$ cat config.mk
export PLATFORM = sky130hd
export DESIGN_NAME = lcd_rgb_capture
export DESIGN_NICKNAME = d
export VERILOG_FILES = /design/src/rtl/lcd_rx_pkg.sv /design/src/rtl/pixel_crc16.sv /design/src/rtl/lcd_rgb_capture.sv
export SDC_FILE = /design/constraint.sdc
export NUM_CORES = 1
export LEC_CHECK = 0
export ABC_AREA = 1
export CORE_MARGIN = 5
export CORE_UTILIZATION = 48
export CTS_BUF_LIST = sky130_fd_sc_hd__clkbuf_4
export DETAILED_ROUTE_END_ITERATION = 8
export PLACE_DENSITY = 0.79
export SLEW_MARGIN = 20
export SYNTH_ARGS = -nofsm -noshare
export SYNTH_HDL_FRONTEND = slang
export SYNTH_HIERARCHICAL = 1
export SYNTH_SLANG_ARGS = --single-unit
$ cat constraint.sdc
create_clock -name clk -period 1.6 [get_ports clk]
set_input_delay 0.16 -clock clk [delete_from_list [all_inputs] [get_ports clk]]
set_output_delay 0.16 -clock clk [all_outputs]
set_load 0.02 [all_outputs]
$ cat src/rtl/lcd_rx_pkg.sv
// Shared types and constants for the parallel-RGB LCD receive path.
// Holds the capture FSM states, default frame geometry and the CRC-16-CCITT step.
package lcd_rx_pkg;

    localparam int H_ACTIVE_DEF = 480;
    localparam int V_ACTIVE_DEF = 272;

    localparam logic [15:0] CRC_POLY = 16'h1021;
    localparam logic [15:0] CRC_INIT = 16'hFFFF;

    typedef enum logic [1:0] {
        IDLE      = 2'd0,
        WAIT_LINE = 2'd1,
        ACTIVE    = 2'd2
    } state_e;

    typedef struct packed {
        logic [7:0] r;
        logic [7:0] g;
        logic [7:0] b;
    } pixel_t;

    // One pixel per call, MSB first, so R[7] enters the CRC before B[0].
    function automatic logic [15:0] crc16_step24(input logic [15:0] crc_in,
                                                 input logic [23:0] data);
        logic [15:0] c;
        c = crc_in;
        for (int i = 23; i >= 0; i--) begin
            if (c[15] ^ data[i]) c = {c[14:0], 1'b0} ^ CRC_POLY;
            else                 c = {c[14:0], 1'b0};
        end
        return c;
    endfunction

endpackage

$ cat src/rtl/pixel_crc16.sv
// Running CRC-16-CCITT over captured pixels, one 24-bit R,G,B word per cycle.
// Restarts from CRC_INIT on clear; advances only on cycles where en is high.
module pixel_crc16
    import lcd_rx_pkg::*;
(
    input  logic        clk,
    input  logic        reset,
    input  logic        clear,
    input  logic        en,
    input  logic [23:0] data,
    output logic [15:0] crc
);

    always_ff @(posedge clk or negedge reset) begin
        if (!reset)     crc <= CRC_INIT;
        else if (clear) crc <= CRC_INIT;
        else if (en)    crc <= crc16_step24(crc, data);
    end

endmodule

$ cat src/rtl/lcd_rgb_capture.sv
// Receive side of the DE-mode parallel-RGB LCD bus: rebuilds x/y, framing and errors.
// Define LCD_CAPTURE_CRC_EN to add a per-frame CRC-16 on frame_crc (else it reads 0).
module lcd_rgb_capture
    import lcd_rx_pkg::*;
#(
    parameter int H_ACTIVE = H_ACTIVE_DEF,
    parameter int V_ACTIVE = V_ACTIVE_DEF
) (
    input  logic        clk,
    input  logic        reset,
    input  logic        lcd_hsync_n,
    input  logic        lcd_vsync_n,
    input  logic        lcd_de,
    input  logic [7:0]  lcd_r,
    input  logic [7:0]  lcd_g,
    input  logic [7:0]  lcd_b,
    output logic        pix_valid,
    output logic [9:0]  pix_x,
    output logic [8:0]  pix_y,
    output logic [7:0]  pix_r,
    output logic [7:0]  pix_g,
    output logic [7:0]  pix_b,
    output logic        frame_start,
    output logic        frame_done,
    output logic        line_len_err,
    output logic        frame_len_err,
    output logic [15:0] frame_crc
);

    localparam logic [1:0] S_IDLE      = IDLE;
    localparam logic [1:0] S_WAIT_LINE = WAIT_LINE;
    localparam logic [1:0] S_ACTIVE    = ACTIVE;

    localparam logic [9:0] X_MAX  = 10'(H_ACTIVE);
    localparam logic [8:0] Y_MAX  = 9'(V_ACTIVE);
    localparam logic [8:0] Y_LAST = 9'(V_ACTIVE - 1);

    // HSync carries no information the DE edges do not already give us.
    logic unused_hsync;
    assign unused_hsync = lcd_hsync_n;

    logic   vs_q, vs_d, de_q;
    pixel_t px_q;

    // Both vsync history bits reset to the asserted level so releasing reset
    // can never look like a fresh frame sync.
    always_ff @(posedge clk or negedge reset) begin
        // NOTE: sequential state uses non-blocking assignments so every flop samples pre-edge values.
        if (!reset) begin
            vs_q <= 1'b0;
            vs_d <= 1'b0;
            de_q <= 1'b0;
            px_q <= '0;
        end else begin
            vs_q <= lcd_vsync_n;
            vs_d <= vs_q;
            de_q <= lcd_de;
            px_q <= '{r: lcd_r, g: lcd_g, b: lcd_b};
        end
    end

    logic vs_assert;
    assign vs_assert = vs_d & ~vs_q;

    logic [1:0] state_q, state_d;
    logic [9:0] x_q, x_d;
    logic [8:0] y_q, y_d;
    logic       done_seen_q, done_seen_d;
    logic       ovf_q, ovf_d;
    logic       emit, start, done, l_err, f_err, crc_clear;

    always_comb begin
        // NOTE: every combinational output gets a default first so no latch is inferred.
        state_d     = state_q;
        x_d         = x_q;
        y_d         = y_q;
        done_seen_d = done_seen_q;
        ovf_d       = ovf_q;
        emit        = 1'b0;
        start       = 1'b0;
        done        = 1'b0;
        l_err       = 1'b0;
        f_err       = 1'b0;
        crc_clear   = 1'b0;

        if (vs_assert) begin
            // VSync outranks DE: any pixel on this cycle is dropped.
            f_err       = (state_q != S_IDLE) && (y_q < Y_MAX) && !done_seen_q;
            state_d     = S_WAIT_LINE;
            x_d         = '0;
            y_d         = '0;
            done_seen_d = 1'b0;
            ovf_d       = 1'b0;
            crc_clear   = 1'b1;
        end else begin
            case (state_q)
                S_IDLE: ;
                S_WAIT_LINE: begin
                    if (de_q) begin
                        if (y_q == Y_MAX) begin
                            f_err   = 1'b1;
                            state_d = S_IDLE;
                        end else begin
                            state_d = S_ACTIVE;
                            emit    = 1'b1;
                            start   = (y_q == '0);
                            x_d     = 10'd1;
                            ovf_d   = 1'b0;
                        end
                    end
                end
                S_ACTIVE: begin
                    if (de_q) begin
                        if (x_q < X_MAX) begin
                            emit = 1'b1;
                            x_d  = x_q + 10'd1;
                        end else if (!ovf_q) begin
                            l_err = 1'b1;
                            ovf_d = 1'b1;
                        end
                    end else begin
                        if (x_q != X_MAX) begin
                            l_err = 1'b1;
                        end else if (y_q == Y_LAST) begin
                            done        = 1'b1;
                            done_seen_d = 1'b1;
                        end
                        if (y_q < Y_MAX) y_d = y_q + 9'd1;
                        x_d     = '0;
                        state_d = S_WAIT_LINE;
                    end
                end
                default: state_d = S_IDLE;
            endcase
        end
    end

    always_ff @(posedge clk or negedge reset) begin
        if (!reset) begin
            state_q     <= S_IDLE;
            x_q         <= '0;
            y_q         <= '0;
            done_seen_q <= 1'b0;
            ovf_q       <= 1'b0;
        end else begin
            state_q     <= state_d;
            x_q         <= x_d;
            y_q         <= y_d;
            done_seen_q <= done_seen_d;
            ovf_q       <= ovf_d;
        end
    end

    always_ff @(posedge clk or negedge reset) begin
        if (!reset) begin
            pix_valid     <= 1'b0;
            pix_x         <= '0;
            pix_y         <= '0;
            pix_r         <= '0;
            pix_g         <= '0;
            pix_b         <= '0;
            frame_start   <= 1'b0;
            frame_done    <= 1'b0;
            line_len_err  <= 1'b0;
            frame_len_err <= 1'b0;
        end else begin
            pix_valid     <= emit;
            frame_start   <= start;
            frame_done    <= done;
            line_len_err  <= l_err;
            frame_len_err <= f_err;
            if (emit) begin
                pix_x <= x_q;
                pix_y <= y_q;
                pix_r <= px_q.r;
                pix_g <= px_q.g;
                pix_b <= px_q.b;
            end
        end
    end

`ifdef LCD_CAPTURE_CRC_EN
    logic [15:0] crc_run;

    pixel_crc16 u_crc (
        .clk   (clk),
        .reset (reset),
        .clear (crc_clear),
        .en    (emit),
        .data  (px_q),
        .crc   (crc_run)
    );

    // The last pixel was folded in on the previous edge, so crc_run is final here.
    always_ff @(posedge clk or negedge reset) begin
        if (!reset)    frame_crc <= '0;
        else if (done) frame_crc <= crc_run;
    end
`else
    logic unused_crc_clear;
    assign unused_crc_clear = crc_clear;
    assign frame_crc        = '0;
`endif

endmodule

After elaboration in Yosys (flattened, before gate mapping)
Index checks and enable logic that the tools add are counted.
- add/sub/neg operators: 2
- $lt $le $gt $ge: 2
- eq/ne operators: 14
- multiplexer cells: 51
- bitwise gates (word level): 2
- reduce and logical (&&, ||, !) cells: 15
- operators with widths (cell ; count):
    10-bit two-way mux ; 5
    9-bit two-way mux ; 4
    1-bit two-way mux ; 34
    10-bit one-hot mux with 2 select lines ; 1
    9-bit == test (second input constant) ; 2
    3-bit != test (second input constant) ; 5
    10-bit by 1-bit adder with 10-bit output (second input constant) ; 1
    10-bit by 9-bit less-than comparator with 1-bit output (second input constant) ; 1
    10-bit by 9-bit != test with 1-bit output (second input constant) ; 1
    9-bit by 1-bit adder with 9-bit output (second input constant) ; 1
    9-bit zero test ; 1
    9-bit less-than comparator (second input constant) ; 1
    2-bit two-way mux ; 4
    4-bit AND reduction ; 2
    2-bit nonzero test ; 4
    2-bit one-hot mux with 3 select lines ; 1
    3-bit AND reduction ; 2
    5-bit AND reduction ; 1
    2-bit != test (second input constant) ; 2
    4-bit != test (second input constant) ; 1
    1-bit one-hot mux with 2 select lines ; 2
    3-bit nonzero test ; 1
    2-bit by 1-bit == test with 1-bit output (second input constant) ; 1
    2-bit == test (second input constant) ; 1
    6 further kinds ; 7
- flip-flop bits (word level): 98
- input port bits: 29
- word-level logic and storage cells: 107

Depth between registers and ports, before layout
- depth after elaboration: 6
- depth in mapped cells: 12

Worst setup path after synthesis
No wires, ideal clock.
- kind: reg2reg
- start: register state_q[0]
- end: register x_q[5]
- library setup time: 0.065 ns
- arrival: 1.479 ns
- data required time: 1.535 ns
- slack: 0.056 ns
- stages on the path, launching flop included: 13
- path buffers: 2
- cell sequence: dfrtp_1 > inv_1 > ha_1 > buf_2 > inv_2 > nand3_1 > nand2_1 > inv_2 > nand2_1 > nor2_4 > buf_6 > nand3_1 > nand2_1
- word-level cells in the longest chain between the ends: 3
- elaborated cells between the ends (all ways): 9
- those cells by class: eq/ne: 5; mux: 2; reduce/logical: 2
- ends and longest elaborated chain (what ; line ; text):
    from (decl) ; lcd_rgb_capture.sv:65 ; logic [1:0] state_q, state_d;
    from (signal assigned) ; lcd_rgb_capture.sv:146 ; state_q <= state_d;
    2-bit == test / 2-bit by 1-bit == test with 1-bit output (equally long branches) ; lcd_rgb_capture.sv:96 ; case (state_q)
    4-bit != test (no line) (tied with other cells) ; -- ;
    4-bit AND reduction (no line) / 10-bit two-way mux (equally long branches) ; -- ;
    to (signal assigned) ; lcd_rgb_capture.sv:141 ; x_q <= '0;
    to (signal assigned) ; lcd_rgb_capture.sv:147 ; x_q <= x_d;
    to (decl) ; lcd_rgb_capture.sv:66 ; logic [9:0] x_q, x_d;
Parallel ways exist; a longest one is shown, timed or not.
A chain may end at the register's enable or synchronous reset.

Worst setup path after layout
- start: register y_q[0]
- end: register y_q[6]
- word-level cells in the longest chain between the ends: 5
- elaborated cells between the ends (all ways): 8
- those cells by class: add/sub: 1; order compare: 1; mux: 4; reduce/logical: 2
- ends and longest elaborated chain (what ; line ; text):
    from (decl) ; lcd_rgb_capture.sv:67 ; logic [8:0] y_q, y_d;
    from (signal assigned) ; lcd_rgb_capture.sv:148 ; y_q <= y_d;
    9-bit by 1-bit adder with 9-bit output ; lcd_rgb_capture.sv:128 ; if (y_q < Y_MAX) y_d = y_q + 9'd1;
    9-bit two-way mux ; lcd_rgb_capture.sv:128 ;
    9-bit two-way mux ; lcd_rgb_capture.sv:113 ; if (de_q) begin
    9-bit two-way mux ; lcd_rgb_capture.sv:96 ;
    9-bit two-way mux ; lcd_rgb_capture.sv:86 ; if (vs_assert) begin
Parallel ways exist; a longest one is shown, timed or not. The select of a mux whose other input is x is not followed.

==> PnR_summary.wiki <==
{| class="wikitable"
! Metric !! Value
|-
| Outcome || finished with violations
|-
| Violated checks || negative setup slack
|-
| Drt drc || 0
|-
| Synthesized netlist cell count || 489
|-
| Clock tree from TritonCTS || built
|-
| Maximum fanout along the worst path || 3
|-
| Clk buf depth || 2
|-
| Min-Delay Path Class || in -> reg
|-
| Most frequently used flop master after synthesis || dfrtp_1
|-
| Total Wirelength || approximately 11,000 um
|-
| Worst setup EP type || flip-flop
|-
| # clock sinks || between 90 and 100
|-
| Initial antenna violation count || 0
|-
| Worst Path Class, Setup || reg -> reg
|-
| Final total power || 0.00772 W
|-
| Vias || around 3,800
|-
| Site row count || 35
|-
| Total die area || around 0.011 mm^2
|-
| Area after detailed placement || 0.00541 mm^2
|-
| Total Nets Final || roughly 640
|-
| Largest net degree at the start of global routing || 32
|-
| Fill cell total of the finished layout || just over 700
|-
| Area added between synthesis and finish || 35.1%
|-
| Crit path time final || between 1.5 and 2 ns
|-
| Least setup slack across all paths after layout || -0.0183 ns
|-
| Count of final setup violators || 1
|-
| Final design instance area without fill || roughly 0.0060 mm^2
|-
| Cell count of the worst reg-to-reg path || 9
|-
| Sequential-to-total area share from yosys stat || 0.554
|-
| Hold Violations, Final || 0
|-
| Clock slew seen by the registers of the worst setup and hold paths || around 0.16 ns
|-
| Proportion of layout cells with a drive suffix above 1 || 0.224
|-
| Maximum vdd ir drop || 562 uV
|-
| Cell chosen for the clock root || clkbuf_4
|-
| Achievable Freq || about 600 MHz
|-
| Post-synthesis register bit count || 98
|-
| Category of the worst setup path launch point || flip-flop
|-
| Max-cap violations || 0
|-
| Cell type contributing the most total cell area after synthesis || dfrtp_1
|-
| Syn. warnings || 6
|-
| ANT cells || 0
|-
| Iter 0 DRT Violations || 227
|-
| Vias in the first global route || around 3,700
|-
| Lkg Pwr || 3.13 nW
|-
| Level count of the clock H-tree || 3
|-
| Initial standard-cell utilization of the core || 0.486
|-
| Most instantiated library cell after synthesis || nand2_1
|-
| Post-synth EDFFs || 0
|-
| Remaining global-route overflow || 0
|-
| Global-route wire length before repair || roughly 17,000 um
|-
| Die boundary width || 106 um
|-
| Share of the synthesized area in the top cell type || 0.554
|-
| Cell area after technology mapping || about 0.0044 mm^2
|-
| Drt wl/cell || between 15 and 20 um
|-
| Y dimension of the die || roughly 110 um
|-
| Weighted congestion at the end of routability-driven global placement || a little over 0.9
|-
| Combined area of the multi-input logic cells || between 0.0015 and 0.002 mm^2
|-
| Antenna Nets Post-Route || 0
|-
| Required time worst endpoint || between 1.5 and 2 ns
|-
| Unique masters post-synth || 30
|-
| FF/Latch Area || around 0.0025 mm^2
|-
| Ranking of synthesized cells by area || dfrtp_1 (55%), nand2_1 (13%), nand4_1 (6.4%)
|-
| Final setup TNS || -0.0183 ns
|-
| Syn_area_per_cell || slightly above 9 um^2
|-
| Worst Setup Slack post-DPL || -0.0786 ns
|-
| Cts bufs inserted || 9
|-
| Clock skew after layout || roughly 0.019 ns
|-
| Boundary Pins || 93
|-
| Worst hold margin || 0.124 ns
|-
| Areal power density over the cells || about 1300 mW/mm^2
|-
| Worst path arrival time || roughly 2.0 ns
|-
| RSZ-0062 raised after global routing || true
|-
| Detail-routed via count per cell || between 5 and 6
|-
| GR Util All Layers || 0.193
|-
| Final period util || 1.01
|-
| 1st-pass router iterations || 6
|-
| Top cell types by occurrence after synthesis || nand2_1 (152), dfrtp_1 (98), nand4_1 (45)
|-
| Core region area || between 0.009 and 0.01 mm^2
|-
| Clock latency on the worst-skew pair || around 0.45 ns
|-
| Hold Path Cell Cnt || 1
|-
| Port-buffer cells || 75
|-
| Share of synthesized registers carrying an async set or reset || 1.00
|-
| Placed wire-length estimate after detailed placement || ~7300 um
|-
| Total count of max-transition violations in the final report || 0
|}
timing repair:
| action | CTS | global route |
|---|---|---|
| hold buffers | 1 | 0 |
| endpoints found under the setup margin | 93 | 73 |
| gates resized for setup | 54 | 60 |
| pin swaps | 2 | 8 |
| hold endpoints to repair | 59 | 0 |
| setup buffers | 10 | 5 |
| gates cloned | 1 | 3 |
state kept, by name, indices dropped and copies added (netlist names), 2 cells and up:
name / count
pix_y: 9
pix_r: 8
pix_g: 8
pix_x: 10
y_q: 9
px_q: 24
pix_b: 8
state_q: 2
x_q: 10
routing by layer:
| metal | wire length (um) | global-route usage |
|---|---|---|
| met5 | 0 | 0 |
| met3 | 664 | 0.0474 |
| met4 | 284 | 0.0629 |
| met2 | 5420 | 0.316 |
| met1 | 4610 | 0.253 |
logic make-up after synthesis:
family,after synthesis,synth area share
flip-flops,98,0.554
other,1,0.000847
AND/OR/NAND/NOR,276,0.293
XOR/XNOR,3,0.00593
adder cells (fa/ha/maj),7,0.0198
buffers and inverters,79,0.0935
AO/OA/AOI/OAI,25,0.0336
final timing paths:
path / slack [ns] / end / start
setup / recovery: -0.02 / y_q[6] / y_q[0]
min in group asynchronous: 0.16 / pix_x[9] / reset
hold reg to reg: 0.48 / pix_g[3] / pix_g[3]
max in group asynchronous: 0.84 / px_q[0] / reset
setup reg to reg: -0.02 / y_q[6] / y_q[0]
hold / removal: 0.12 / px_q[5] / lcd_b[5]
final cells by class:
class,instances,share of cell area
clock buffer,9,0.0113
clock inverter,7,0.0125
inverter,41,0.0266
multi-input combinational,327,0.302
sequential,98,0.410
tap,111,0.0232
timing repair buffer,126,0.214
per-stage QoR:
step	utilization	cells
after floorplan	-	504
after global placement	0.594	684
after detailed placement	0.594	684
after CTS	0.624	712
after global routing	0.657	719
final	0.657	719
layout by cell type (no fill, tap or decap), types with 4 or more instances in the layout:
master	instances
nor2_4	6
nor3_1	4
ha_4	4
dlygate4sd2_1	40
inv_2	14
nor2_2	4
nor2_1	22
inv_1	25
nand3_1	30
o21ai_0	16
dlymetal6s2s_1	8
nand2_1	133
buf_6	5
dfrtp_1	96
o21ai_2	6
clkbuf_4	9
clkdlybuf4s50_1	26
buf_12	7
nand2_2	19
nand4_1	45
conb_1	16
buf_4	35
power by group:
part           internal, W  leakage (nW)  total (W)  switching [W]
combinational      0.00140          1.80    0.00321        0.00180
clock             0.000487        0.0742    0.00132       0.000836
sequential         0.00293          1.26    0.00319       0.000261
total              0.00482          3.13    0.00772        0.00290
critical path: stages, from the launching register on:
cell	delay [ns]
dfrtp_1	0.40
buf_4	0.11
buf_4	0.10
ha_1	0.20
nand3_2	0.14
nor2_1	0.17
inv_1	0.08
o21ai_0	0.14
nand3_1	0.10
o21ai_2	0.13
(Power assumes the default switching activity.)
